$ cat src/rtl/adder_accum_if.sv
// Sample and frame handshake bundle for adder_accum.
// The master side feeds samples and consumes frames; the slave side is the accumulator.
interface adder_accum_if #(
  parameter int HW = 4
);
  logic            in_valid;
  logic            in_ready;
  logic [5:0]      in_data;
  logic            out_valid;
  logic            out_ready;
  logic [5+HW:0]   out_sum;
  logic            out_ovf;

  modport master (
    output in_valid, in_data, out_ready,
    input  in_ready, out_valid, out_sum, out_ovf
  );

  modport slave (
    input  in_valid, in_data, out_ready,
    output in_ready, out_valid, out_sum, out_ovf
  );
endinterface

$ cat src/rtl/adder_accum.sv
// Frame accumulator: sums NSAMP 6-bit samples through a 6-bit prefix adder,
// extends the result with a carry counter and presents the frame on a handshake.
module adder (
  input  logic [5:0] X,
  input  logic [5:0] Y,
  output logic [5:0] S,
  output logic       cout
);
  logic [3:0][5:0] g_s;
  logic [3:0][5:0] p_s;

  assign g_s[0] = X & Y;
  assign p_s[0] = X ^ Y;

  // Kogge-Stone prefix tree: spans of 1, 2 and 4 bits
  for (genvar l = 0; l < 3; l++) begin : g_lvl
    localparam int D = 1 << l;
    for (genvar i = 0; i < 6; i++) begin : g_bit
      if (i >= D) begin : g_comb
        assign g_s[l+1][i] = g_s[l][i] | (p_s[l][i] & g_s[l][i-D]);
        assign p_s[l+1][i] = p_s[l][i] & p_s[l][i-D];
      end else begin : g_pass
        assign g_s[l+1][i] = g_s[l][i];
        assign p_s[l+1][i] = p_s[l][i];
      end
    end
  end

  assign S    = p_s[0] ^ {g_s[3][4:0], 1'b0};
  assign cout = g_s[3][5];
endmodule

module adder_accum #(
  parameter int NSAMP = 8,
  parameter int HW    = 4
) (
  input  logic          clk,
  input  logic          rst_n,
  adder_accum_if.slave  acc_if
);
  typedef enum logic {
    ACC  = 1'b0,
    HOLD = 1'b1
  } state_t;

  localparam logic [7:0] LAST_CNT = 8'(NSAMP - 1);

  state_t          state_q, state_d;
  logic [5:0]      acc_lo_q, acc_lo_d;
  logic [HW-1:0]   acc_hi_q, acc_hi_d;
  logic            ovf_q, ovf_d;
  logic [7:0]      cnt_q, cnt_d;
  logic [5:0]      sum_s;
  logic            cout_s;

  adder u_adder (
    .X    (acc_lo_q),
    .Y    (acc_if.in_data),
    .S    (sum_s),
    .cout (cout_s)
  );

  // State and datapath registers with synchronous active-low reset
  always_ff @(posedge clk) begin
    if (!rst_n) begin
      state_q  <= ACC;
      acc_lo_q <= 6'd0;
      acc_hi_q <= '0;
      ovf_q    <= 1'b0;
      cnt_q    <= 8'd0;
    end else begin
      state_q  <= state_d;
      acc_lo_q <= acc_lo_d;
      acc_hi_q <= acc_hi_d;
      ovf_q    <= ovf_d;
      cnt_q    <= cnt_d;
    end
  end

  // Next-state: accumulate in ACC, wait for the consumer in HOLD
  always_comb begin
    state_d  = state_q;
    acc_lo_d = acc_lo_q;
    acc_hi_d = acc_hi_q;
    ovf_d    = ovf_q;
    cnt_d    = cnt_q;
    case (state_q)
      ACC: begin
        if (acc_if.in_valid) begin
          acc_lo_d = sum_s;
          if (cout_s) begin
            acc_hi_d = acc_hi_q + HW'(1);
            if (&acc_hi_q) begin
              ovf_d = 1'b1;
            end else begin
              ovf_d = ovf_q;
            end
          end else begin
            acc_hi_d = acc_hi_q;
          end
          // Final sample keeps cnt at NSAMP-1; the clear in HOLD resets it
          if (cnt_q == LAST_CNT) begin
            state_d = HOLD;
          end else begin
            cnt_d = cnt_q + 8'd1;
          end
        end else begin
          state_d = ACC;
        end
      end
      HOLD: begin
        if (acc_if.out_ready) begin
          state_d  = ACC;
          acc_lo_d = 6'd0;
          acc_hi_d = '0;
          ovf_d    = 1'b0;
          cnt_d    = 8'd0;
        end else begin
          state_d = HOLD;
        end
      end
      default: begin
        state_d = ACC;
      end
    endcase
  end

  assign acc_if.in_ready  = (state_q == ACC);
  assign acc_if.out_valid = (state_q == HOLD);
  assign acc_if.out_sum   = {acc_hi_q, acc_lo_q};
  assign acc_if.out_ovf   = ovf_q;
endmodule

$ cat src/flat_wrapper.sv
// flat-port wrapper written by rule: the top's interface ports become plain ports
module adder_accum_flat 
#(
  parameter int NSAMP = 8,
  parameter int HW    = 4
)
  (clk, rst_n, acc_if_in_valid, acc_if_in_data, acc_if_out_ready, acc_if_in_ready, acc_if_out_valid, acc_if_out_sum, acc_if_out_ovf);
  adder_accum_if #(.HW(HW)) acc_if_i ();
  input  logic clk;
  input  logic rst_n;
  input wire logic [$bits(acc_if_i.in_valid)-1:0] acc_if_in_valid;
  input wire logic [$bits(acc_if_i.in_data)-1:0] acc_if_in_data;
  input wire logic [$bits(acc_if_i.out_ready)-1:0] acc_if_out_ready;
  output wire logic [$bits(acc_if_i.in_ready)-1:0] acc_if_in_ready;
  output wire logic [$bits(acc_if_i.out_valid)-1:0] acc_if_out_valid;
  output wire logic [$bits(acc_if_i.out_sum)-1:0] acc_if_out_sum;
  output wire logic [$bits(acc_if_i.out_ovf)-1:0] acc_if_out_ovf;
  assign acc_if_i.in_valid = acc_if_in_valid;
  assign acc_if_i.in_data = acc_if_in_data;
  assign acc_if_i.out_ready = acc_if_out_ready;
  assign acc_if_in_ready = acc_if_i.in_ready;
  assign acc_if_out_valid = acc_if_i.out_valid;
  assign acc_if_out_sum = acc_if_i.out_sum;
  assign acc_if_out_ovf = acc_if_i.out_ovf;
  adder_accum #(.NSAMP(NSAMP), .HW(HW)) u_core (.clk(clk), .rst_n(rst_n), .acc_if(acc_if_i));
endmodule
$ cat config.mk
export PLATFORM = sky130hd
export DESIGN_NAME = adder_accum_flat
export DESIGN_NICKNAME = d
export VERILOG_FILES = /design/src/rtl/adder_accum_if.sv /design/src/rtl/adder_accum.sv /design/src/flat_wrapper.sv
export SDC_FILE = /design/constraint.sdc
export NUM_CORES = 1
export LEC_CHECK = 0
export ABC_AREA = 1
export BUFFER_PORTS_ARGS = -buffer_cell sky130_fd_sc_hd__buf_2
export CORE_MARGIN = 5
export CORE_UTILIZATION = 50
export CTS_CLUSTER_SIZE = 40
export DETAILED_ROUTE_END_ITERATION = 16
export PLACE_DENSITY = 0.7
export SYNTH_ARGS = -nofsm -noshare
export SYNTH_HDL_FRONTEND = slang
export SYNTH_HIERARCHICAL = 1
export SYNTH_SLANG_ARGS = --single-unit
export TNS_END_PERCENT = 100
$ cat constraint.sdc
create_clock -name clk -period 4.2 [get_ports clk]
set_input_delay 0.42 -clock clk [delete_from_list [all_inputs] [get_ports clk]]
set_output_delay 0.42 -clock clk [all_outputs]
set_load 0.01 [all_outputs]
* Word level (Yosys, flattened, before mapping)
Cells that the tools add are included.
** Storage, ports and cells
- Register bits :: 20
- Latch bits :: 0
- Memory bits (writable) :: 0
- Memory bits (read-only) :: 0
- Input port bits :: 10
- Output and inout bits :: 13
- Logic and storage cells :: 70
- Memories kept :: 0
** Operators by class
- Add/subtract/negate cells :: 2
- $mul :: 0
- Div/mod/pow operators :: 0
- $lt $le $gt $ge :: 0
- Equal/unequal tests :: 6
- Shift operators :: 0
- Muxes and demuxes :: 20
- Bitwise operators :: 32
- Reductions and logical operators :: 5
** Operators by type and width (count)
- $mux W8 :: 3
- $and A1 B1 Y1 :: 17
- $pmux W8 S2 :: 1
- $mux W4 :: 3
- $mux W6 :: 2
- $pmux W6 S2 :: 1
- $xor A6 B6 Y6 :: 2
- $or A1 B1 Y1 :: 11
- $add A8 B1 Y8 const B :: 1
- $eq A8 B3 Y1 const B :: 1
- $pmux W4 S2 :: 1
- $reduce_and A4 Y1 :: 2
- $mux W1 :: 7
- $and A6 B6 Y6 :: 1
- $ne A2 B2 Y1 const B :: 3
- $reduce_and A3 Y1 :: 2
- $add A4 B1 Y4 const B :: 1
- $ne A2 B1 Y1 const B :: 2
- $pmux W1 S2 :: 2
- $reduce_and A2 Y1 :: 1
- $not A1 Y1 :: 1

* Logic depth before layout (Yosys ltp)
Gate-level depths: netlist of the first run.
- Word-level depth :: 9
- Depth in mapped cells :: 13
- Depth with buffers taken out :: 13

* Modules after synthesis
Netlist of the first run, hierarchy kept.
** Modules (own cells, without submodules)
- adder_accum :: instances 1, cells each 160, area an instance 1057.3 um2, sequential area each 400.4 um2
- adder :: instances 1, cells each 39, area an instance 249.0 um2, sequential area each 0.0 um2

* Worst setup path before layout of the first run
OpenSTA, ideal clock, no wires.
- Path kind :: input port to flip-flop
- From :: input acc_if_in_data[0]
- To :: register u_core.acc_hi_q[3]
- Library setup time :: 0.110 ns
- Arrival :: 1.695 ns
- Required time :: 4.090 ns
- Path slack :: 2.396 ns
- Stages on the path :: 13
- Path buffers :: 0
- Path through :: ha_1 > inv_1 > fa_1 > inv_1 > nand4_1 > o211ai_1 > inv_1 > nand2_1 > nand2_4 > nor2_2 > nand2_1 > nand2_1 > nor2_1
** Between the ends
- Longest elaborated chain between the ends :: 7
** Ends and longest elaborated chain
- from (decl) :: line flat_wrapper.sv:12 : input wire logic [$bits(acc_if_i.in_data)-1:0] acc_if_in_data;
- $and A6 B6 Y6 :: line adder_accum.sv:12 : assign g_s[0] = X & Y;
- $and A1 B1 Y1 :: line adder_accum.sv:20 : assign g_s[l+1][i] = g_s[l][i] | (p_s[l][i] & g_s[l][i-D]);
- $or A1 B1 Y1 :: line adder_accum.sv:20
- $and A1 B1 Y1 :: line adder_accum.sv:20
- $or A1 B1 Y1 :: line adder_accum.sv:20
- via u_core.cout_s :: line adder_accum.sv:54 : logic cout_s;
- $ne A2 B1 Y1 (no line)
- $reduce_and A3 Y1 (no line)
- to (signal assigned) :: line adder_accum.sv:74 : acc_hi_q <= acc_hi_d;
- to (decl) :: line adder_accum.sv:50 : logic [HW-1:0] acc_hi_q, acc_hi_d;
The timed path passes the listed nets, and every way through them passes these cells.
A chain may end at the register's enable or synchronous reset.

* Worst setup path in the final report of the first run
- From :: register u_core.acc_lo_q[0]
- To :: register u_core.acc_hi_q[3]
** Between the ends
- Longest elaborated chain between the ends :: 7
** Ends and longest elaborated chain
- from (decl) :: line adder_accum.sv:49 : logic [5:0] acc_lo_q, acc_lo_d;
- from (signal assigned) :: line adder_accum.sv:73 : acc_lo_q <= acc_lo_d;
- $and A6 B6 Y6 :: line adder_accum.sv:12
- $and A1 B1 Y1 :: line adder_accum.sv:20
- $or A1 B1 Y1 :: line adder_accum.sv:20
- $and A1 B1 Y1 :: line adder_accum.sv:20
- $or A1 B1 Y1 :: line adder_accum.sv:20
- via u_core.cout_s :: line adder_accum.sv:54
- $ne A2 B1 Y1 (no line)
- $reduce_and A3 Y1 (no line)
The timed path passes the listed nets, and every way through them passes these cells.

==> results of run 1 <==
## logic make-up after synthesis
family / synth area share, %
AO/OA/AOI/OAI: 11.1
XOR/XNOR: 2.01
adder cells (fa/ha/maj): 10.2
buffers and inverters: 9.58
flip-flops: 30.7
AND/OR/NAND/NOR: 36.5
## power by group through the flow
stage                     Clock, mW  Sequential [mW]  Combinational [mW]
after CTS                     0.120            0.206              0.0916
after global routing          0.128            0.208               0.104
after detailed placement          0            0.210              0.0911
after floorplan                   0            0.213              0.0633
final                         0.113            0.206              0.0907
after global placement            0            0.210              0.0894
## layout make-up
type,count,area (µm²)
timing repair buffer,22,110
sequential,20,400
fill,253,991
clock buffer,4,36.3
tap,30,37.5
inverter,31,121
multi-input combinational,147,781
## cell usage after synthesis (all sizes together)
| cell | number | area (µm²) |
|---|---|---|
| a21oi | 18 | 90.1 |
| nand2 | 64 | 282 |
| nor2 | 25 | 101 |
| o211ai | 1 | 7.51 |
| clkbuf | 1 | 3.75 |
| dfxtp | 20 | 400 |
| fa | 1 | 20.0 |
| xnor2 | 2 | 17.5 |
| ha | 9 | 113 |
| o21ai | 8 | 40.0 |
| nand3 | 13 | 70.1 |
| inv | 31 | 121 |
| or2 | 1 | 6.26 |
| xor2 | 1 | 8.76 |
| o21bai | 1 | 7.51 |
| nor3 | 1 | 5.00 |
| nand4 | 2 | 12.5 |
## flip-flops by register name, indices dropped and copies added (netlist names)
name	count
u_core/acc_if.out_valid	1
u_core/acc_hi_q	4
u_core/acc_if.out_ovf	1
u_core/acc_lo_q	6
u_core/cnt_q	8
## cells in the final DEF, fill, tap and decap left out
cell type,synthesis,routed
nand2_1,59,59
inv_1,28,28
buf_2,0,22
nor2_1,22,22
dfxtp_1,20,20
a21oi_1,18,18
nand3_1,12,12
ha_1,9,9
o21ai_0,7,7
clkbuf_4,0,3
nand2_4,3,3
nor2_2,3,3
inv_2,2,2
nand4_1,2,2
xnor2_1,2,2
clkbuf_8,0,1
nand2_2,1,1
nand2_8,1,1
inv_6,1,1
or2_2,1,1
nor3_1,1,1
o21ai_1,1,1
o21bai_1,1,1
xor2_1,1,1
o211ai_1,1,1
nand3_2,1,1
fa_1,1,1
## per-stage QoR
stage / utilization, % / hold WS (ps) / cell area [µm²]
2_1_floorplan: - / 470 / 1310
3_3_place_gp: 58.5 / 449 / 1450
3_5_place_dp: 58.5 / 454 / 1450
4_1_cts: 60.0 / 362 / 1490
5_1_grt: 60.0 / 379 / 1490
6_report: 60.0 / 373 / 1490
## worst min-delay path: stages
cell	delay (ps)
buf_2	130
nand2_1	70
nor2_1	40
## worst paths after layout
| kind | startpoint | end | cells past startpoint |
|---|---|---|---|
| worst max-delay path | u_core/acc_lo_q[0] | u_core/acc_hi_q[3] | 12 |
| worst min-delay path | rst_n | u_core/cnt_q[3] | 3 |
| worst max register to register | u_core/acc_lo_q[0] | u_core/acc_hi_q[3] | 12 |
| worst min register to register | u_core/acc_if.out_ovf | u_core/acc_if.out_ovf | 2 |
## per-layer routing
metal | part of all wire [%] | track usage [%]
met5 | 0 | 0
met4 | 1.4 | 7.43
met3 | 3.2 | 3.56
met2 | 48 | 29.2
met1 | 47 | 21.9
==> metrics, run 1 <==
DR vias/cell=5.06; #FFs+latches synth=20; drt pass-1 iters=4; Comb pwr share=22.1%; # diodes=0; Synth cell types=25; Nets=245; Post-Syn Area=0.00131 mm²; Post-Route Setup TNS=0 ps; fmax=519 MHz; CP max stage delay=400 ps; register area share after synthesis=30.7%; Cells after Synth=199; pin count of the biggest net entering global routing=16; worst skew pair latency=300 ps; Die W=61.1 µm; worst-margin pin slew=533 ps; Pint=288 µW; Final Cycle Share=45.8%; DP Cell Count=250; reg2reg setup slack=2280 ps; Post-CTS Setup Bufs=0; maximum vdd drop=192 µV; gr usage total=17.5%; Leakage=0.742 nW; CP Class=flop to flop; CP max-delay cell=fa_1; status=finished clean; Buf/Inv on CP=4; Max Cap Violations=0; Data required, critical path=4450 ps; vias in the first global route=1212; most used cell, CP=inv_1; routability cong.=0.819; hpwl dp=2160 µm; via count=1285; CTS tree=yes; first-pass GRT wire length=4930 µm; H-tree levels=1; setup ws final=2280 ps; GRT Residual Overflow=0; Seq pwr share=50.3%; post-route minimum period=1920 ps; Sw Pwr=122 µW; Placement Setup Slack=2160 ps; Placeable Area=0.00248 mm²; Slew Viols, Final=0; Final Hold Violating Endpoints=0; CTS root buf=clkbuf_4; Hold Path Class=input port to flop; final setup vio count=0; die area=0.00373 mm²; Layout Cells excl Fill=254; Crit Path Max Fanout=7; Routed Antenna Nets=0; initial antenna violation count=0; syn avg cell area=6.56 µm²; Die H=61.1 µm; total wire length=2790 µm; Switching Share=29.8%; CTS sink cnt=20; IO buf count=22; layout cells sized above 1=17.4%; post-DR wirelength/cell=11.0 µm; Area Overhead vs Synth=13.8%; I/O pins=23; starting density of the core=52.7%; Startpoint Class=flop; FP Rows=18; crit-path leading delay family=adder cells; CP Data Arrival Time=2180 ps; syn_nets=219; DRC viols=0; Final Power=410 µW; Clock Skews=12.4 ps; Yosys Warn Count=6; TritonCTS Buffers=3; hold buffers post-CTS=0; RSZ-0062 raised after global routing=false; number of DRC markers in iteration 0=41; Longest Clk Path Bufs=2; Rel. slew slack=64.4%; CP Cell Sequence=ha_1 > inv_1 > fa_1 > inv_1 > nand4_1 > o211ai_1 > inv_1 > nand2_1 > nand2_4 > o21bai_1 > inv_1 > nor2_1; Clock power frac=27.6%; post_cts resized=0; CP Capture Type=flop; Clock Pin Slew Worst Setup and Hold Paths=120 ps; PD cells=276 mW/mm²
(Power assumes the default switching activity.)
==> run 2, diff against run 1 <==
- clock period: 4.2 -> 1.9 ns (I/O delays scaled with it)
==> run 2 against run 1 <==
  * Critical path depth down 1
  * Maximum frequency up 10%
  * Power up 110%
  * Non-clock buffer count up 3
  * Utilization up 1.1 points
  * Critical endpoint is now u_core/acc_hi_q[2]
  * Highest routed layer unchanged
==> metrics, run 2 (synthesis gave the netlist of run 1 again) <==
Final Cycle Share=92.1%; FP Rows=18; layout cells sized above 1=20.8%; Storage cell area=402 µm²; PD cells=575 mW/mm²; Final Power=870 µW; total wire length=2850 µm; Max Cap Violations=0; gr usage total=16.6%; Longest Clk Path Bufs=2; CTS root buf=clkbuf_4; DR vias/cell=4.97; commonest non-fill, non-tap cell in the layout=nand2_1; IO buf count=22; Clock Pin Slew Worst Setup and Hold Paths=110 ps; initial antenna violation count=0; max FFs per register=8; multi-input combinational cell area=798 µm²; # diodes=0; pin count of the biggest net entering global routing=16; fmax=572 MHz; CP Class=flop to flop; Design Area, Final=0.00151 mm²; Die H=61.1 µm; routability cong.=0.864; vias in the first global route=1180; reg2reg setup slack=150 ps; worst-margin pin slew=513 ps; drt pass-1 iters=4; Die W=61.1 µm; CTS sink cnt=20; TritonCTS Buffers=3; CTS tree=yes; Clock Skews=3.51 ps; CP Data Arrival Time=1940 ps; CP Capture Type=flop; Rel. slew slack=65.7%; Data required, critical path=2090 ps; commonest cells after routing, fill and taps aside=nand2_1, inv_1, buf_2, nor2_1, dfxtp_1; via count=1272; hold buffers post-CTS=0; RSZ-0062 raised after global routing=true; starting density of the core=52.7%; number of DRC markers in iteration 0=63; post-route minimum period=1750 ps; Fill cells=244; Crit Path Max Fanout=7; Hold Path Class=input port to flop; DP Area=0.00145 mm²; worst skew pair latency=290 ps; Final Hold Violating Endpoints=0; setup ws final=151 ps; H-tree levels=1; Placeable Area=0.00248 mm²; post-DR wirelength/cell=11.1 µm; maximum vdd drop=419 µV; Routed Antenna Nets=0; first-pass GRT wire length=4700 µm; Top Registers=u_core/cnt_q: 8 flops, u_core/acc_lo_q: 6 flops, u_core/acc_hi_q: 4 flops; status=finished clean; Placement Setup Slack=12.3 ps; DRC viols=0; die area=0.00373 mm²; Leakage=0.748 nW; final setup vio count=0; Nets=248; Slew Viols, Final=0; Area Overhead vs Synth=15.9%; hpwl dp=2210 µm; Most flops, register=u_core/cnt_q; Startpoint Class=flop; I/O pins=23; GRT Residual Overflow=0
## run 2: report_power, final
group	switching [mW]	leakage, nW	internal (mW)	total [mW]
Clock	0.121	0.0138	0.0738	0.195
Combinational	0.126	0.571	0.0921	0.218
Sequential	0.0180	0.163	0.439	0.457
## run 2: what timing repair did
item,4_1_cts,5_1_grt
setup buffers,0,3
gates resized for setup,1,6
pin swaps,0,7
setup endpoints to repair,3,5
## run 2: layout make-up
class	count	share of cell area (%)
multi-input combinational	147	52.7
sequential	20	26.5
timing repair buffer	25	8.76
inverter	31	8.02
tap	30	2.48
clock buffer	3	1.49
## run 2: critical path: stages (launching register included)
cell,delay (ps)
dfxtp_2,370
ha_4,130
inv_2,30
fa_2,360
inv_2,70
nand4_1,70
o211ai_1,130
inv_1,80
nand2_2,100
nand2_4,80
nor3_1,150
nor2_1,70
## run 2: through the flow
stage               hold slack [ps]  std cells  TNS (ps)  utilization (%)
finish                          156        256         0             61.1
global route                    139        256     -29.2             61.1
CTS                             138        253         0             59.5
detailed placement              451        250         0             58.5
global placement                448        250         0             58.5
floorplan                       314        199         0                -
## run 2: worst paths after layout
path                                             from               endpoint  cells after the start
worst max-delay path               u_core/acc_lo_q[0]     u_core/acc_hi_q[2]                     11
worst min register to register  u_core/acc_if.out_ovf  u_core/acc_if.out_ovf                      2
worst min-delay path                            rst_n        u_core/cnt_q[3]                      3
worst max register to register     u_core/acc_lo_q[0]     u_core/acc_hi_q[2]                     11
## run 2: per-layer routing
layer | track usage, % | vias to the layer above | part of all wire (%)
li1 | - | 681 | -
met1 | 19.6 | 564 | 47
met2 | 29.3 | 25 | 49
met3 | 2.73 | 2 | 3.5
met4 | 7.43 | 0 | 0.98
met5 | 0 | - | 0
